[src/rtl/pwm_window_gen.sv]
// Multi-channel window generator: one shared modulo-P counter, per-channel active-low windows,
// shadow config applied at the wrap edge. Optional one-shot mode: PWM_WINDOW_GEN_ONESHOT_EN.
module pwm_window_gen #(
    parameter int WIDTH        = 9,
    parameter int CHANNELS     = 2,
    parameter int DEF_PERIOD   = 500,
    parameter int DEF_LO_START = 20,
    parameter int DEF_LO_END   = 90
) (
    input  logic                      clock,
    input  logic                      reset,
    input  logic                      enable,
`ifdef PWM_WINDOW_GEN_ONESHOT_EN
    input  logic                      oneshot,
`endif
    input  logic                      cfg_load,
    input  logic [WIDTH-1:0]          cfg_period,
    input  logic [CHANNELS*WIDTH-1:0] cfg_lo_start,
    input  logic [CHANNELS*WIDTH-1:0] cfg_lo_end,
    output logic [WIDTH-1:0]          count,
    output logic [CHANNELS-1:0]       f,
    output logic                      wrap,
    output logic                      cfg_pending
);
    function automatic logic [WIDTH-1:0] clamp_period(input logic [WIDTH-1:0] p);
        return (p < WIDTH'(2)) ? WIDTH'(2) : p;
    endfunction

    logic [WIDTH-1:0]    count_q, count_d;
    logic [WIDTH-1:0]    period_q, period_d, sh_period_q, sh_period_d;
    logic [WIDTH-1:0]    start_q [CHANNELS];
    logic [WIDTH-1:0]    start_d [CHANNELS];
    logic [WIDTH-1:0]    end_q [CHANNELS];
    logic [WIDTH-1:0]    end_d [CHANNELS];
    logic [WIDTH-1:0]    sh_start_q [CHANNELS];
    logic [WIDTH-1:0]    sh_start_d [CHANNELS];
    logic [WIDTH-1:0]    sh_end_q [CHANNELS];
    logic [WIDTH-1:0]    sh_end_d [CHANNELS];
    logic [CHANNELS-1:0] f_q, f_d;
    logic                wrap_q, wrap_d, pend_q, pend_d;
    logic                at_end, restart_now, hold_done;

    assign at_end = (count_q == period_q - 1'b1);

`ifdef PWM_WINDOW_GEN_ONESHOT_EN
    logic done_q, done_d, en_prev_q;
    // A finished one-shot restarts on an enable rising edge or a config load.
    assign restart_now = done_q && (cfg_load || (enable && !en_prev_q));
    assign hold_done   = done_q && !restart_now;

    always_ff @(posedge clock) begin
        if (reset) begin
            done_q    <= 1'b0;
            en_prev_q <= 1'b0;
        end else begin
            done_q    <= done_d;
            en_prev_q <= enable;
        end
    end
`else
    assign restart_now = 1'b0;
    assign hold_done   = 1'b0;
`endif

    always_comb begin
        count_d     = count_q;
        f_d         = f_q;
        wrap_d      = 1'b0;
        pend_d      = pend_q;
        period_d    = period_q;
        sh_period_d = sh_period_q;
        start_d     = start_q;
        end_d       = end_q;
        sh_start_d  = sh_start_q;
        sh_end_d    = sh_end_q;
`ifdef PWM_WINDOW_GEN_ONESHOT_EN
        done_d      = done_q;
`endif
        if (cfg_load) begin
            sh_period_d = cfg_period;
            for (int i = 0; i < CHANNELS; i++) begin
                sh_start_d[i] = cfg_lo_start[i*WIDTH +: WIDTH];
                sh_end_d[i]   = cfg_lo_end[i*WIDTH +: WIDTH];
            end
            pend_d = 1'b1;
        end
        if (enable) begin
            for (int i = 0; i < CHANNELS; i++)
                f_d[i] = !((start_q[i] <= count_q) && (count_q < end_q[i]));
            if (restart_now) begin
                count_d = '0;
`ifdef PWM_WINDOW_GEN_ONESHOT_EN
                done_d  = 1'b0;
`endif
            end else if (!hold_done) begin
                if (at_end) begin
                    wrap_d  = 1'b1;
                    count_d = '0;
`ifdef PWM_WINDOW_GEN_ONESHOT_EN
                    if (oneshot) begin
                        count_d = count_q;
                        done_d  = 1'b1;
                    end
`endif
                    // A load coinciding with the wrap edge bypasses the shadow.
                    if (cfg_load) begin
                        period_d = clamp_period(cfg_period);
                        for (int i = 0; i < CHANNELS; i++) begin
                            start_d[i] = cfg_lo_start[i*WIDTH +: WIDTH];
                            end_d[i]   = cfg_lo_end[i*WIDTH +: WIDTH];
                        end
                        pend_d = 1'b0;
                    end else if (pend_q) begin
                        period_d = clamp_period(sh_period_q);
                        start_d  = sh_start_q;
                        end_d    = sh_end_q;
                        pend_d   = 1'b0;
                    end
                end else begin
                    count_d = count_q + 1'b1;
                end
            end
        end else if (pend_q) begin
            // Applying while idle restarts the count so it stays below a shrunk period.
            period_d = clamp_period(sh_period_q);
            start_d  = sh_start_q;
            end_d    = sh_end_q;
            count_d  = '0;
            pend_d   = cfg_load;
        end
    end

    always_ff @(posedge clock) begin
        if (reset) begin
            count_q     <= '0;
            f_q         <= '1;
            wrap_q      <= 1'b0;
            pend_q      <= 1'b0;
            period_q    <= WIDTH'(DEF_PERIOD);
            sh_period_q <= WIDTH'(DEF_PERIOD);
            for (int i = 0; i < CHANNELS; i++) begin
                start_q[i]    <= WIDTH'(DEF_LO_START);
                end_q[i]      <= WIDTH'(DEF_LO_END);
                sh_start_q[i] <= WIDTH'(DEF_LO_START);
                sh_end_q[i]   <= WIDTH'(DEF_LO_END);
            end
        end else begin
            count_q     <= count_d;
            f_q         <= f_d;
            wrap_q      <= wrap_d;
            pend_q      <= pend_d;
            period_q    <= period_d;
            sh_period_q <= sh_period_d;
            start_q     <= start_d;
            end_q       <= end_d;
            sh_start_q  <= sh_start_d;
            sh_end_q    <= sh_end_d;
        end
    end

    assign count       = count_q;
    assign f           = f_q;
    assign wrap        = wrap_q;
    assign cfg_pending = pend_q;
endmodule
[config.mk]
export PLATFORM = sky130hd
export DESIGN_NAME = pwm_window_gen
export DESIGN_NICKNAME = d
export VERILOG_FILES = /design/src/rtl/pwm_window_gen.sv
export SDC_FILE = /design/constraint.sdc
export NUM_CORES = 1
export LEC_CHECK = 0
export BUFFER_PORTS_ARGS = -buffer_cell sky130_fd_sc_hd__buf_2
export CORE_UTILIZATION = 50
export CTS_CLUSTER_DIAMETER = 30
export DETAILED_ROUTE_END_ITERATION = 10
export PLACE_DENSITY = 0.7
export SYNTH_ARGS = -nofsm -noshare
export SYNTH_HDL_FRONTEND = slang
export SYNTH_SLANG_ARGS = --single-unit
[constraint.sdc]
create_clock -name clock -period 2.7 [get_ports clock]
set_clock_uncertainty 0.1 [all_clocks]
set_input_delay 0.405 -clock clock [delete_from_list [all_inputs] [get_ports clock]]
set_output_delay 0.405 -clock clock [all_outputs]
set_load 0.02 [all_outputs]
## Yosys cells after proc, flatten, opt, wreduce, memory -nomap -nowiden

Cells that the tools add are included.

| word-level totals | value |
|---|---|
| bits of input ports | 49 |
| register bits | 103 |
| output and inout port bits | 13 |
| logic and storage cells | 55 |

| operators by class | value |
|---|---|
| multiplexer cells | 24 |
| reduce and logical (&&, ||, !) cells | 6 |
| order comparisons | 6 |
| add/sub/neg operators | 2 |
| bitwise operators | 1 |
| eq/ne operators | 2 |

Operators with widths:

| kind | count |
|---|---|
| 18-bit two-way mux | 8 |
| 9-bit two-way mux | 9 |
| 9-bit less-or-equal comparator | 2 |
| 9-bit by 2-bit < comparator with 1-bit output (second input constant) | 2 |
| 9-bit < comparator | 2 |
| 9-bit by 1-bit adder with 9-bit output (second input constant) | 1 |
| 9-bit equality test | 1 |
| 9-bit by 1-bit subtractor with 9-bit output (second input constant) | 1 |
| 1-bit two-way mux | 7 |
| 1-bit logical AND | 2 |
| 1-bit logical NOT | 2 |
| 2-bit by 1-bit inequality test with 1-bit output (second input constant) | 1 |
| 2-bit nonzero test | 1 |
| 2-bit OR reduction | 1 |
| 1-bit inverter | 1 |

## Depth between registers and ports, before layout

| logic depth | value |
|---|---|
| depth after elaboration | 6 |
| gate-level depth with buffers | 10 |
| gate-level depth less buffers | 8 |

## Worst setup path after synthesis

Ideal clock, no wire load.

| timing | value |
|---|---|
| path kind | register to register |
| start point | register period_q[0] |
| end point | register end_q[16] (netlist name) |
| clock period less this slack | 2.500 ns |
| setup slack | 0.200 ns |
| arrival time | 2.330 ns |
| library setup time | 0.070 ns |
| cell stages (with the launch flop) | 11 |
| data required time | 2.530 ns |
| path buffers | 2 |
| cell sequence | dfxtp_1 > inv_1 > ha_1 > o21ba_1 > a221o_1 > a2111oi_4 > o221ai_2 > buf_2 > buf_6 > a211o_1 > a21oi_1 |

| between the ends | value |
|---|---|
| longest elaborated chain between the ends | 3 |

Ends and longest elaborated chain:

| what | RTL line | text |
|---|---|---|
| from (decl) | 30 | `logic [WIDTH-1:0] period_q, period_d, sh_period_q, sh_period_d;` |
| from (signal assigned) | 139 | `period_q <= WIDTH'(DEF_PERIOD);` |
| from (signal assigned) | 152 | `period_q <= period_d;` |
| 9-bit by 1-bit subtractor with 9-bit output | 43 | `assign at_end = (count_q == period_q - 1'b1);` |
| 9-bit equality test | 43 |  |
| 2-bit by 1-bit inequality test with 1-bit output (no line) | -- |  |
| to (signal, indexed assignment) | 143 | `end_q[i] <= WIDTH'(DEF_LO_END);` |
| to (signal assigned) | 155 | `end_q <= end_d;` |
| to (decl) | 33 | `logic [WIDTH-1:0] end_q [CHANNELS];` |

Every way passes these cells.
A chain may end at the register's enable or synchronous reset.

## Worst setup path in the final report

| timing | value |
|---|---|
| start point | register period_q[1] |
| end point | register period_q[0] |

| between the ends | value |
|---|---|
| longest elaborated chain between the ends | 3 |

Ends and longest elaborated chain:

| what | RTL line |
|---|---|
| 9-bit by 1-bit subtractor with 9-bit output | 43 |
| 9-bit equality test | 43 |
| 2-bit by 1-bit inequality test with 1-bit output (no line) | -- |

Every way passes these cells.

==> out/metrics.sh <==
TIMING.CRITICAL_PATH.TO_TYPE='register'
SYNTH_COMPOUND_AREA_SHARE_PCT=18.0
SYNTH-ASYNC-RESET-RATIO_PCT=0
WORST-PATH-BUF-INV=5
WORST_SLACK_NS=0.0789
SYNTHESIS.INSTANCES=670
SYNTH.AREA.MUX_SHARE_PCT=14.4
ANTENNA_FOUND_INITIAL=0
GRT.OVERFLOW.TOTAL=0
TOTAL_WIRELENGTH_UM=14700
CRITPATHREQUIREDTIME_NS=2.86
SYNTH_CELL_TYPES=51
POWER_LEAKAGE_nW=2.96
CLOCKBUFFERDEPTH=2
SYNTH_ENABLE_FLOP_CELLS=0
CTS.HTREE.LEVELS=3
SYNTHXORXNORAREAFRAC_PCT=2.15
FIRST_PASS_ITERS=5
ANTENNADIODECOUNT=0
TRITONCTS_CLOCK_TREE='yes'
ARRIVAL_NS=2.78
AREA_GROWTH_PCT=17.4
FIRST_PASS_GRT_WIRE_LENGTH_UM=22600
CP_SLOWEST_STAGE_DELAY_NS=0.36
LARGEST_NET_DEGREE_AT_THE_START_OF_GLOBAL_ROUTING=54
CRITICAL_PATH.SLOWEST_CELL='dfxtp_4'
SYNTH_TOP_FAMILY_BY_AREA='compound AO/OA/AOI/OAI gates'
POST-LAYOUT-TOTAL-POWER_W=0.00347
INITIAL_CORE_UTIL_PCT=51.9
TIGHTESTPINTRANSITION_NS=0.843
ROUTED_WIRE_LENGTH_PER_INSTANCE_UM=16.9
FINAL_CORE_UTILIZATION_PCT=61.0
MAXSLEWHEADROOM_PCT=43.8
AVGVIACOUNTPERCELL=5.75
PIN_COUNT=62
ACHIEVABLE-FREQUENCY_MHz=382
WORST_SETUP_HOLD_PATH_CLK_SLEW_NS=0.07
DRTITER0DRC=416
RUN_STATUS='completed'
SYNTH-SEQ-CELLS=103
DRV_SLEW=0
DRTANTENNAVIOLNETS=0
FINALSETUPVIOLATIONS=0
POWERDENSITY_nW_PER_UM2=519
IRDROPWORSTVDD_mV=0.672
SYNTH_AREA_UM2=5700
GP_ROUTABILITY_CONGESTION=0.898
WORST_SKEW_PAIR.LATE_LATENCY_NS=0.35
VIAS=4993
DIE_HEIGHT_UM=109
FP.COREAREA_UM2=11000
SYN-MEAN-INSTANCE-AREA_UM2=8.51
POST_ROUTE_CELLS_DRIVE_ABOVE_1_SHARE_PCT=16.5
FILLCELLCOUNT=945
TIMING.SETUP.CRITICAL_PATH_CLASS='reg -> reg'
STARTPOINT_TYPE='register'
TIMING.FINAL.CRIT_SHARE_PCT=97.1
CRITICAL_PATH.MAX_FANOUT=13
SYNTH_SEQ_AREA_SHARE_PCT=36.2
WARNINGS_FROM_YOSYS=0
PATH_CELLS='inv_2 -> ha_4 -> buf_4 -> nand3_1 -> a221o_1 -> a2111oi_4 -> buf_4 -> o221ai_4 -> buf_4 -> clkbuf_16 -> a211oi_1'
CRITICAL-PATH-TOP-DELAY-FAMILY='compound AO/OA/AOI/OAI gates'
GRT.TOTAL_USAGE_PCT=24.7
SETUP_REPAIR_AFTER_GLOBAL_ROUTING_MISSED_ITS_MARGIN='true'
PLACE_WORST_SETUP_SLACK_NS=0.0663
DRC_ERRORS=0
NUMBER_OF_NETS_IN_THE_FINISHED_DESIGN=809
MAX_CAPACITANCE_VIOLATION_COUNT=0
CHIPWIDTH_UM=109
DETAILEDPLACEMENTHPWL_UM=9710
YS.FLOP_TYPE='dfxtp_1'
STD_CELL_ROWS=38
TIMING.CRITICAL_PATH.MODE_CELL='buf_4'
FINAL.SETUP.TNS_NS=0
TIMING.HOLD.WORST.CLASS='in -> reg'
CTS_MADE_BUFFERS=9
SYN-NUM-NETS=755
NUMCLOCKSINKS=103
BUFFER_PORTS.INSERTED=61
DESIGN.DIE.AREA_UM2=11800
SYNTH_SIMPLE_GATE_AREA_SHARE_PCT=16.0
CTS_ROOT_BUFFER='clkbuf_16'
POST_SYNTH_FA_HA_MAJ_AREA_FRACTION_PCT=7.90
FIRST_GLOBAL_VIAS=4643
POST-ROUTE-MIN-PERIOD_NS=2.62
TIMING.FINAL.HOLD_VIOLATIONS=0
FIN_HOLD_WS_NS=0.178
routing by layer:
metal	vias to the layer above	GRT usage, %	part of all wire, %
li1	2475	-	-
met1	2335	31.8	45
met2	158	39.8	47
met3	25	5.92	5.4
met4	0	9.36	2.6
met5	-	0	0
final timing paths:
check	startpoint	end	slack, ns	depth (start not counted)
hold / removal	cfg_lo_end[4]	sh_end_q[13]	0.18	3
hold reg to reg	end_q[9]	end_q[9]	0.37	2
setup reg to reg	period_q[1]	period_q[0]	0.08	11
setup / recovery	period_q[1]	period_q[0]	0.08	11
cells by family after synthesis:
kind of cell	after synthesis
buffers and inverters	79
adders and majority gates	36
DFF	103
and+or+nand+nor	210
muxes	82
AOI/OAI and AO/OA	146
xor gates and xnor gates	14
worst min-delay path, delay by kind of cell:
family / cells / cell delay [ns]
and+or+nand+nor: 1 / 0.06
muxes: 1 / 0.06
buffers and inverters: 1 / 0.08
where the power goes:
part           internal [W]  total [W]  switching [W]
registers           0.00159    0.00166      0.0000664
clock network      0.000701    0.00127       0.000566
logic              0.000246   0.000546       0.000301
state kept, by name, summed over array words and instances (netlist names):
register and count:
count 9, sh_period_q 9, sh_start_q 18, start_q 18
wrap 1, period_q 9, f 2, cfg_pending 1
end_q 18, sh_end_q 18
placed cells by master (no fill, tap or decap), types with 3 or more instances in the layout:
cell       Yosys  routed
buf_2          3      61
a211o_1       27      27
ha_1          36      35
xnor2_1       12      12
nor4_1         4       4
clkbuf_8       0       3
inv_1         32      30
a211oi_1       6       6
dfxtp_1      103     101
clkbuf_16      0      14
buf_4          0      19
buf_12         0       3
nand3_1        7       7
o22ai_1        3       3
a21o_1         9       9
nor3_1         7       7
nand2_1       90      89
nor2_1        71      71
nand4_1        7       7
nor2b_1        4       4
a21oi_1       31      29
or2_2          3       3
o21ai_0       25      25
nand2b_1       5       5
o211ai_1      26      26
mux2i_1       82      82
layout make-up:
| class | count | area, µm² | share of cell area, % |
|---|---|---|---|
| inverter | 32 | 120 | 1.79 |
| clock buffer | 12 | 267 | 3.98 |
| sequential | 103 | 2070 | 30.9 |
| multi-input combinational | 489 | 3390 | 50.7 |
| timing repair buffer | 89 | 644 | 9.62 |
| clock inverter | 4 | 28.8 | 0.430 |
| tap | 140 | 175 | 2.62 |
through the flow:
| stage | instance area [µm²] | cells |
|---|---|---|
| 6_report | 6700 | 869 |
| 5_1_grt | 6700 | 869 |
| 4_1_cts | 6480 | 858 |
| 3_5_place_dp | 6180 | 842 |
| 3_3_place_gp | 6180 | 842 |
| 2_1_floorplan | 5700 | 670 |
synth_stat cells (all sizes together), types with 9 or more instances:
library cell	number	share of area (%)
nor2	71	4.7
ha	36	7.9
inv	32	2.1
a21o	9	1.2
clkbuf	37	2.4
buf	10	0.86
o211ai	26	3.4
a21oi	31	2.7
nand2	90	5.9
a211o	27	4.1
dfxtp	103	36
mux2i	82	14
xnor2	12	1.8
o21ai	26	2.3
what timing repair did:
| item | 4_1_cts | 5_1_grt |
|---|---|---|
| setup endpoints to repair | 0 | 26 |
| gates resized for setup | 0 | 10 |
| buffers inserted | 0 | 5 |
| hold buffers | 0 | 0 |
Note: power is estimated with default switching activity, not from simulation.
